$ cat src/rtl/text_line_sprites.sv
// text_line_sprites: 4-stage text-line sprite renderer over an external 1-cycle font ROM.
// Define TEXT_BLINK_EN to add blink_in and a 64-frame blink counter.
module text_line_sprites #(
  parameter int GLYPH_W    = 8,
  parameter int GLYPH_H    = 8,
  parameter int SHEET_W    = 143,
  parameter int SHEET_COLS = 16,
  parameter int MAX_CHARS  = 16
) (
  input  logic                         pixel_clk_in,
  input  logic                         rst_in,
  input  logic [10:0]                  x_in,
  input  logic [9:0]                   y_in,
  input  logic [10:0]                  hcount_in,
  input  logic [9:0]                   vcount_in,
  input  logic                         scale_in,
  input  logic [11:0]                  color_in,
  input  logic                         wr_valid_in,
  input  logic [$clog2(MAX_CHARS)-1:0] wr_idx_in,
  input  logic [7:0]                   wr_char_in,
  output logic                         wr_ready_out,
  input  logic [$clog2(MAX_CHARS):0]   len_in,
  output logic [15:0]                  rom_addr_out,
  input  logic [7:0]                   rom_data_in,
`ifdef TEXT_BLINK_EN
  input  logic                         blink_in,
`endif
  output logic [11:0]                  pixel_out
);
  localparam int IW  = $clog2(MAX_CHARS);
  localparam int GXW = $clog2(GLYPH_W);
  localparam int GYW = $clog2(GLYPH_H);
  logic [7:0]     buf_q [MAX_CHARS];
  logic [IW:0]    len_q, len_d;
  logic [11:0]    dx, dy, cw, ch;
  logic [15:0]    box_w;
  logic           in_box, band, we, lit;
  logic           v1_q, v2_q, v3_q, v2_d;
  logic [IW-1:0]  slot_q, slot_d;
  logic [GXW-1:0] gx_q, gx_d;
  logic [GYW-1:0] gy_q, gy_d;
  logic [7:0]     chr;
  logic [15:0]    addr_q, addr_d;
  logic [11:0]    color_q, pix_q, pix_d;
  // dx/dy carry a sign bit so positions left of or above the box never wrap inside
  always_comb begin
    dx     = {1'b0, hcount_in} - {1'b0, x_in};
    dy     = {2'b0, vcount_in} - {2'b0, y_in};
    cw     = scale_in ? 12'(2 * GLYPH_W) : 12'(GLYPH_W);
    ch     = scale_in ? 12'(2 * GLYPH_H) : 12'(GLYPH_H);
    box_w  = 16'(len_q) * {4'b0, cw};
    in_box = !dx[11] && !dy[11] && ({4'b0, dx} < box_w) && (dy < ch);
    slot_d = IW'(dx / cw);
    gx_d   = GXW'((dx % cw) >> scale_in);
    gy_d   = GYW'(dy >> scale_in);
    band   = !dy[11] && (dy < 12'(2 * GLYPH_H));
    we     = wr_valid_in && !band && !rst_in;
    len_d  = (len_in > (IW+1)'(MAX_CHARS)) ? (IW+1)'(MAX_CHARS) : len_in;
    chr    = buf_q[slot_q];
    v2_d   = v1_q && (chr != 8'h20);
    addr_d = 16'((32'(chr) / SHEET_COLS * GLYPH_H + 32'(gy_q)) * SHEET_W
                 + 32'(chr) % SHEET_COLS * GLYPH_W + 32'(gx_q));
  end
  assign wr_ready_out = !band;
`ifdef TEXT_BLINK_EN
  logic [5:0] frame_q;
  always_ff @(posedge pixel_clk_in)
    if (rst_in) frame_q <= 6'd0;
    else if (hcount_in == 11'd0 && vcount_in == 10'd0) frame_q <= frame_q + 6'd1;
  assign lit = v3_q && (rom_data_in >= 8'h80) && !(blink_in && frame_q[5]);
`else
  assign lit = v3_q && (rom_data_in >= 8'h80);
`endif
  assign pix_d = lit ? color_q : 12'h000;
  always_ff @(posedge pixel_clk_in) begin
    if (rst_in) begin
      len_q  <= '0;
      v1_q   <= 1'b0;
      v2_q   <= 1'b0;
      v3_q   <= 1'b0;
      addr_q <= 16'd0;
      pix_q  <= 12'h000;
    end else begin
      if (we) len_q <= len_d;
      v1_q   <= in_box;
      v2_q   <= v2_d;
      v3_q   <= v2_q;
      addr_q <= addr_d;
      pix_q  <= pix_d;
    end
  end
  always_ff @(posedge pixel_clk_in) begin
    slot_q  <= slot_d;
    gx_q    <= gx_d;
    gy_q    <= gy_d;
    color_q <= color_in;
  end
  // indices with no matching entry simply write nothing
  always_ff @(posedge pixel_clk_in)
    for (int i = 0; i < MAX_CHARS; i++)
      if (rst_in) buf_q[i] <= 8'h20;
      else if (we && wr_idx_in == IW'(i)) buf_q[i] <= wr_char_in;
  assign rom_addr_out = addr_q;
  assign pixel_out    = pix_q;
endmodule
$ cat config.mk
export PLATFORM = sky130hd
export DESIGN_NAME = text_line_sprites
export DESIGN_NICKNAME = d
export VERILOG_FILES = /design/src/rtl/text_line_sprites.sv
export SDC_FILE = /design/constraint.sdc
export NUM_CORES = 1
export LEC_CHECK = 0
export BUFFER_PORTS_ARGS = -buffer_cell sky130_fd_sc_hd__buf_2
export CORE_AREA = 4 4 168 122
export CTS_BUF_LIST = sky130_fd_sc_hd__clkbuf_4
export CTS_CLUSTER_SIZE = 30
export DETAILED_ROUTE_END_ITERATION = 8
export DIE_AREA = 0 0 172 126
export GPL_ROUTABILITY_DRIVEN = 1
export PLACE_DENSITY = 0.8
export SYNTH_ARGS = -nofsm -noshare
export SYNTH_HDL_FRONTEND = slang
export SYNTH_SLANG_ARGS = --single-unit
$ cat constraint.sdc
create_clock -name pixel_clk_in -period 31.6 [get_ports pixel_clk_in]
set_clock_uncertainty 0.05 [all_clocks]
set_input_delay 1.58 -clock pixel_clk_in [delete_from_list [all_inputs] [get_ports pixel_clk_in]]
set_output_delay 1.58 -clock pixel_clk_in [all_outputs]
set_load 0.1 [all_outputs]
==> Word-level counts from Yosys, hierarchy flattened <==
Memory sizes are Yosys's and may differ from the RTL's. A register that Yosys moved wholly into a read port is not among the register bits.
Cells that the tools add are included.
{ "totals": {"memories": 1, "mem_bits_rw": 128, "output_inout_bits": 29, "inputBits": 83, "reg_bits": 54} }
{ "mem_list": {"columns": ["memory", "words", "word_bits", "rd", "rd_ports_with_merged_regs", "write_ports", "line", "rtl"], "rows": [
  ["buf_q", 16, 8, 1, 1, 16, "33", "logic [7:0] buf_q [MAX_CHARS];"]
]} }
{ "classes": {"n_eq_ne": 16, "mux": 68, "n_div": 2, "bitwise": 17, "shifts": 2, "multipliers": 2, "addsub": 5, "n_reduce_logical": 30, "magnitude_cmp": 5} }
{ "op_table": {"columns": ["cell", "n"], "rows": [
  ["$mux W8", 16],
  ["$mux W1", 50],
  ["$eq A4 B4 Y1 const B", 8],
  ["$logic_and A1 B1 Y1", 24],
  ["$shr A12 B1 Y3", 2],
  ["$add A16 B3 Y16", 1],
  ["$add A16 B7 Y16", 1],
  ["$eq A4 B3 Y1 const B", 4],
  ["$mul A8 B8 Y16 const B", 1],
  ["$or A1 B1 Y1", 16],
  ["$div A12 B12 Y12", 1],
  ["$lt A12 B10 Y1", 1],
  ["$lt A12 B5 Y1", 1],
  ["$lt A12 B5 Y1 const B", 1],
  ["$mod A12 B12 Y12", 1],
  ["$sub A11 B11 Y12", 1],
  ["$sub A10 B10 Y11", 1],
  ["$mul A5 B5 Y10", 1],
  ["$mux W5", 2],
  ["$add A7 B3 Y8", 1],
  ["$eq A4 B2 Y1 const B", 2],
  ["$ge A8 B8 Y1 const B", 1],
  ["$ne A8 B6 Y1 const B", 1],
  ["$gt A5 B5 Y1 const B", 1],
  ["other kinds (5)", 8]
]} }

==> Longest topological paths before layout <==
{ "depth": {"ltp_word": 11, "mapped_depth": 61, "mapped_depth_nobuf": 59} }

==> Least setup slack after synthesis <==
No wires, ideal clock.
{ "synth_timing": {"path_type": "input port to flip-flop", "start": "input x_in[4]", "end": "register gx_q[2]", "setup_slack_ns": 18.502, "arrival_time_ns": 12.978, "required_time_ns": 31.480, "cell_stages": 60, "setup_ns": 0.070, "path_buffers": 2, "path_cell_list": "inv_1 -> ha_1 -> buf_6 -> a21oi_2 -> nand2_2 -> o2111ai_1 -> nand3b_1 -> a21oi_1 -> ha_1 -> nand2b_1 -> o21a_1 -> ha_1 -> o21ai_2 -> and2b_1 -> or3b_1 -> mux2_2 -> nand2_2 -> inv_2 -> (+24 left out) -> mux2i_2 -> ha_1 -> o21a_1 -> or2_2 -> or2_2 -> a21oi_1 -> o21ai_1 -> nor2_1 -> a21oi_1 -> ha_1 -> a21oi_1 -> nand3_2 -> mux2i_1 -> ha_1 -> o21a_1 -> a311oi_1 -> a41oi_1 -> a21oi_1"} }
{ "synth_via": {"elab_chain_cells": 3} }
{ "synth_lines": {"columns": ["element", "line", "rtl"], "rows": [
  ["from (decl)", "12", "input logic [10:0] x_in,"],
  ["$sub A11 B11 Y12", "47", "dx = {1'b0, hcount_in} - {1'b0, x_in};"],
  ["$mod A12 B12 Y12", "54", "gx_d = GXW'((dx % cw) >> scale_in);"],
  ["$shr A12 B1 Y3", "54", null],
  ["named net gx_d[2]", "40", "logic [GXW-1:0] gx_q, gx_d;"],
  ["to (signal assigned)", "94", "gx_q <= gx_d;"],
  ["to (decl)", "40", null]
]} }
The timed path passes the listed nets, and every way through them passes these cells.
A chain may end at the register's enable or synchronous reset.

==> Worst setup path after layout <==
Ends and elaborated chain as after synthesis.

==> results.json <==
{
  "floorplan.io_pins": 112,
  "drive_above_1_share_pct": 21.73,
  "worst_skew_pair.late_latency_ns": 0.60,
  "warnings_from_yosys": 0,
  "crit_path_top_cell_by_count": "sky130_fd_sc_hd__ha_1",
  "routed_wire_length_per_instance_um": 18.08,
  "portion_of_the_post_synthesis_area_used_by_sequential_elements_pct": 44.72,
  "grt_pass1_wl_mm": 38.25,
  "die_w_um": 172,
  "timing.hold.worst.class": "flop to flop",
  "path_buf_inv": 3,
  "cts-hold-fix-buffers": 0,
  "number_of_synthesized_flops_with_an_enable_pin": 128,
  "post-cts-setup-buffer-count": 0,
  "dr.first_iter.drc_count": 696,
  "grt_use_total_pct": 22.61,
  "drt-total-wl_mm": 24.02,
  "hold_viol": 0,
  "effective_utilization_at_floorplan_pct": 59.58,
  "max_cap_violations": 0,
  "final_area_um2": 12170,
  "end_kind": "flop",
  "vias": 7588,
  "routabilityCongestion": 0.8667,
  "timing.rr.end": "rom_addr_out[14]",
  "grt_setup_unrepaired": "no",
  "design.final.nets": 1260,
  "hold_end": "pixel_out[7]",
  "tritoncts": "done",
  "critical_path_type": "input port to flop",
  "synth-seq-cells": 185,
  "synth.distinct_cells": 80,
  "clock_sinks": 185,
  "syn_inst": 985,
  "synthesis.area_per_instance_um2": 11.32,
  "cts.repair.resized": 0,
  "worst_setup_hold_path_clk_slew_ns": 0.17,
  "dpl_cell_area_um2": 11860,
  "data_arrival_critical_path_ns": 15.05,
  "final_critical_period_ns": 14.64,
  "clockRootBuffer": "sky130_fd_sc_hd__clkbuf_4",
  "ctsLongestPathBuffers": 2,
  "timing.final.crit_share_pct": 46.32,
  "setup.worst_path.start_class": "input port",
  "timing.hold.worst_path_depth": 1,
  "vias_per_cell": 5.714,
  "ff2ff_setup_slack_ns": 25.35,
  "antenna_found_initial": 0,
  "floorplan.rows": 42,
  "chipHeight_um": 126,
  "crit_path_max_incr_delay_ns": 0.58,
  "worstMarginPinSlew_ns": 0.8649,
  "max_slew_margin_pct": 42.34,
  "firstDrtPassIters": 6,
  "post-dp-hpwl_mm": 17.31,
  "antenna_left": 0,
  "fin_util_pct": 65.06,
  "synth_top_flop_cell": "sky130_fd_sc_hd__edfxtp_1",
  "drcViolationCount": 0,
  "critPathRequiredTime_ns": 32.01,
  "ys_async_sr_fraction_pct": 0,
  "globalRoute.totalOverflow": 0,
  "syn2layout_area_growth_pct": 9.205,
  "worstHoldStart": "color_q[7]",
  "vias_in_the_first_global_route": 7262,
  "synth_area_um2": 11150,
  "cts_inserted_buffers": 17,
  "clock_tree.htree_level_count": 4,
  "outcome": "complete, no violations",
  "worstPathMaxFanout": 7,
  "grt_start_max_net_pins": 44,
  "achievable-frequency_mhz": 68.31,
  "slew_violations": 0,
  "core_region_area_um2": 18710,
  "finalSetupViolations": 0,
  "timing.critical_path.from": "x_in[4]",
  "worst_path_max_delay_cell": "sky130_fd_sc_hd__or4_1",
  "numPortBuffers": 103,
  "fin_tns_setup_ns": 0,
  "fp.dieArea_um2": 21670,
  "antenna_cell_count": 0,
  "rr_worst_depth": 21,
  "family_of_cells_with_the_greatest_summed_delay_on_the_critical_path": "compound AO/OA/AOI/OAI gates"
}
==> cell usage in the layout (no fill, tap or decap), types with 4 or more instances in the layout <==
cell type	instances
sky130_fd_sc_hd__xor2_1	5
sky130_fd_sc_hd__or2_2	24
sky130_fd_sc_hd__and3_1	32
sky130_fd_sc_hd__ha_1	83
sky130_fd_sc_hd__mux2i_1	10
sky130_fd_sc_hd__o21bai_1	4
sky130_fd_sc_hd__fa_1	21
sky130_fd_sc_hd__o21ai_0	20
sky130_fd_sc_hd__dfxtp_1	55
sky130_fd_sc_hd__a21o_1	12
sky130_fd_sc_hd__and2_1	93
sky130_fd_sc_hd__inv_8	4
sky130_fd_sc_hd__nor2_1	61
sky130_fd_sc_hd__a21boi_0	5
sky130_fd_sc_hd__inv_1	90
sky130_fd_sc_hd__nand2_1	35
sky130_fd_sc_hd__a21oi_1	32
sky130_fd_sc_hd__nand2b_1	21
sky130_fd_sc_hd__nor2b_1	17
sky130_fd_sc_hd__nor3_1	16
sky130_fd_sc_hd__nand3_1	10
sky130_fd_sc_hd__buf_4	9
sky130_fd_sc_hd__o21a_1	13
sky130_fd_sc_hd__mux4_2	40
sky130_fd_sc_hd__nand3b_1	9
sky130_fd_sc_hd__nor4_1	8
sky130_fd_sc_hd__clkbuf_4	18
sky130_fd_sc_hd__buf_2	103
sky130_fd_sc_hd__xnor2_1	18
sky130_fd_sc_hd__edfxtp_1	128
==> worst reg2reg max path, delay by kind of cell (launching register included) <==
kind | cells | cell delay, ns
buffers and inverters | 3 | 0.64
AO/OA/AOI/OAI | 8 | 1.39
adder cells (fa/ha/maj) | 5 | 2.22
multiplexers | 2 | 1.26
AND/OR/NAND/NOR | 3 | 0.26
flip-flops | 1 | 0.34
==> state kept, by name (all words and copies together), names as in the netlist, 3 cells and up, named ones only <==
register / count
buf_q: 128
rom_addr_out: 15
len_q: 5
color_q: 12
gy_q: 3
pixel_out: 12
gx_q: 3
==> cells by family (layout without fill, tap and decap cells) <==
family                   count (synthesis)  after routing  share of synthesized area [%]
flip-flops                             185            185                          44.72
XOR/XNOR                                23             23                          1.807
AO/OA/AOI/OAI                          129            129                          8.128
other                                    1              2                        0.03365
multiplexers                            56             56                          9.677
AND/OR/NAND/NOR                        349            349                          17.62
adder cells (fa/ha/maj)                106            106                          13.27
buffers and inverters                  136            236                          4.737
==> cells in the mapped netlist, types with 3 or more instances <==
library cell | instances | share of area [%]
sky130_fd_sc_hd__edfxtp_1 | 128 | 34
sky130_fd_sc_hd__a21o_1 | 12 | 0.81
sky130_fd_sc_hd__or3_1 | 3 | 0.17
sky130_fd_sc_hd__fa_1 | 21 | 3.8
sky130_fd_sc_hd__a31oi_1 | 3 | 0.17
sky130_fd_sc_hd__nand3_1 | 10 | 0.45
sky130_fd_sc_hd__dfxtp_1 | 57 | 10
sky130_fd_sc_hd__nor3b_1 | 3 | 0.20
sky130_fd_sc_hd__a21oi_1 | 32 | 1.4
sky130_fd_sc_hd__o21ai_0 | 20 | 0.90
sky130_fd_sc_hd__clkbuf_1 | 29 | 0.98
sky130_fd_sc_hd__inv_1 | 90 | 3.0
sky130_fd_sc_hd__and3_1 | 32 | 1.8
sky130_fd_sc_hd__mux2i_1 | 10 | 0.90
sky130_fd_sc_hd__nand2_1 | 35 | 1.2
sky130_fd_sc_hd__or2_2 | 24 | 1.3
sky130_fd_sc_hd__o211ai_1 | 3 | 0.20
sky130_fd_sc_hd__ha_1 | 83 | 9.3
sky130_fd_sc_hd__o21ai_2 | 3 | 0.24
sky130_fd_sc_hd__o21bai_1 | 4 | 0.27
sky130_fd_sc_hd__buf_1 | 10 | 0.34
sky130_fd_sc_hd__xnor2_1 | 18 | 1.4
sky130_fd_sc_hd__and2_1 | 93 | 5.2
sky130_fd_sc_hd__mux4_2 | 40 | 8.1
sky130_fd_sc_hd__nor4_1 | 9 | 0.51
sky130_fd_sc_hd__xor2_1 | 5 | 0.39
sky130_fd_sc_hd__nand3b_1 | 9 | 0.61
sky130_fd_sc_hd__mux2_2 | 3 | 0.30
sky130_fd_sc_hd__a21boi_0 | 5 | 0.34
sky130_fd_sc_hd__a21oi_2 | 3 | 0.24
sky130_fd_sc_hd__nand2b_1 | 21 | 1.2
sky130_fd_sc_hd__nor2b_1 | 17 | 0.95
sky130_fd_sc_hd__nor2_1 | 61 | 2.1
sky130_fd_sc_hd__o21a_1 | 13 | 0.88
sky130_fd_sc_hd__nor3_1 | 16 | 0.72
==> how the worst max path moves through the flow <==
stage          endpoint  slack (ns)  cells after the start
2_1_floorplan   gx_q[2]       18.50                     60
3_3_place_gp    gx_q[2]       16.81                     59
3_5_place_dp    gx_q[2]       16.71                     59
4_1_cts         gx_q[2]       17.28                     59
5_1_grt         gx_q[2]       16.05                     59
6_report        gx_q[2]       16.96                     59
==> final cells by class <==
cell class,count,area (um^2)
fill,1436,6536
multi-input combinational,665,5643
clock inverter,14,175.2
clock buffer,18,135.1
tap,242,302.8
inverter,92,345.3
sequential,185,4987
timing repair buffer,112,583.1
==> metrics by stage <==
step	hold slack, ns	instances	worst slack (ns)
global placement	0.3582	1296	16.81
CTS	0.3897	1328	17.28
detailed placement	0.3654	1296	16.71
global route	0.3971	1328	16.05
finish	0.3870	1328	16.96
floorplan	0.3495	986	18.50
==> layer usage <==
metal,up-vias,track usage [%],wire length [um]
met3,35,4.668,2170
met5,-,0,0
met1,3610,34.55,10840
li1,3670,-,-
met4,0,5.083,371
met2,273,33.55,10640
Power is not shown: default switching activity piles up to over one toggle a cycle in this logic, so the estimate is an artifact.
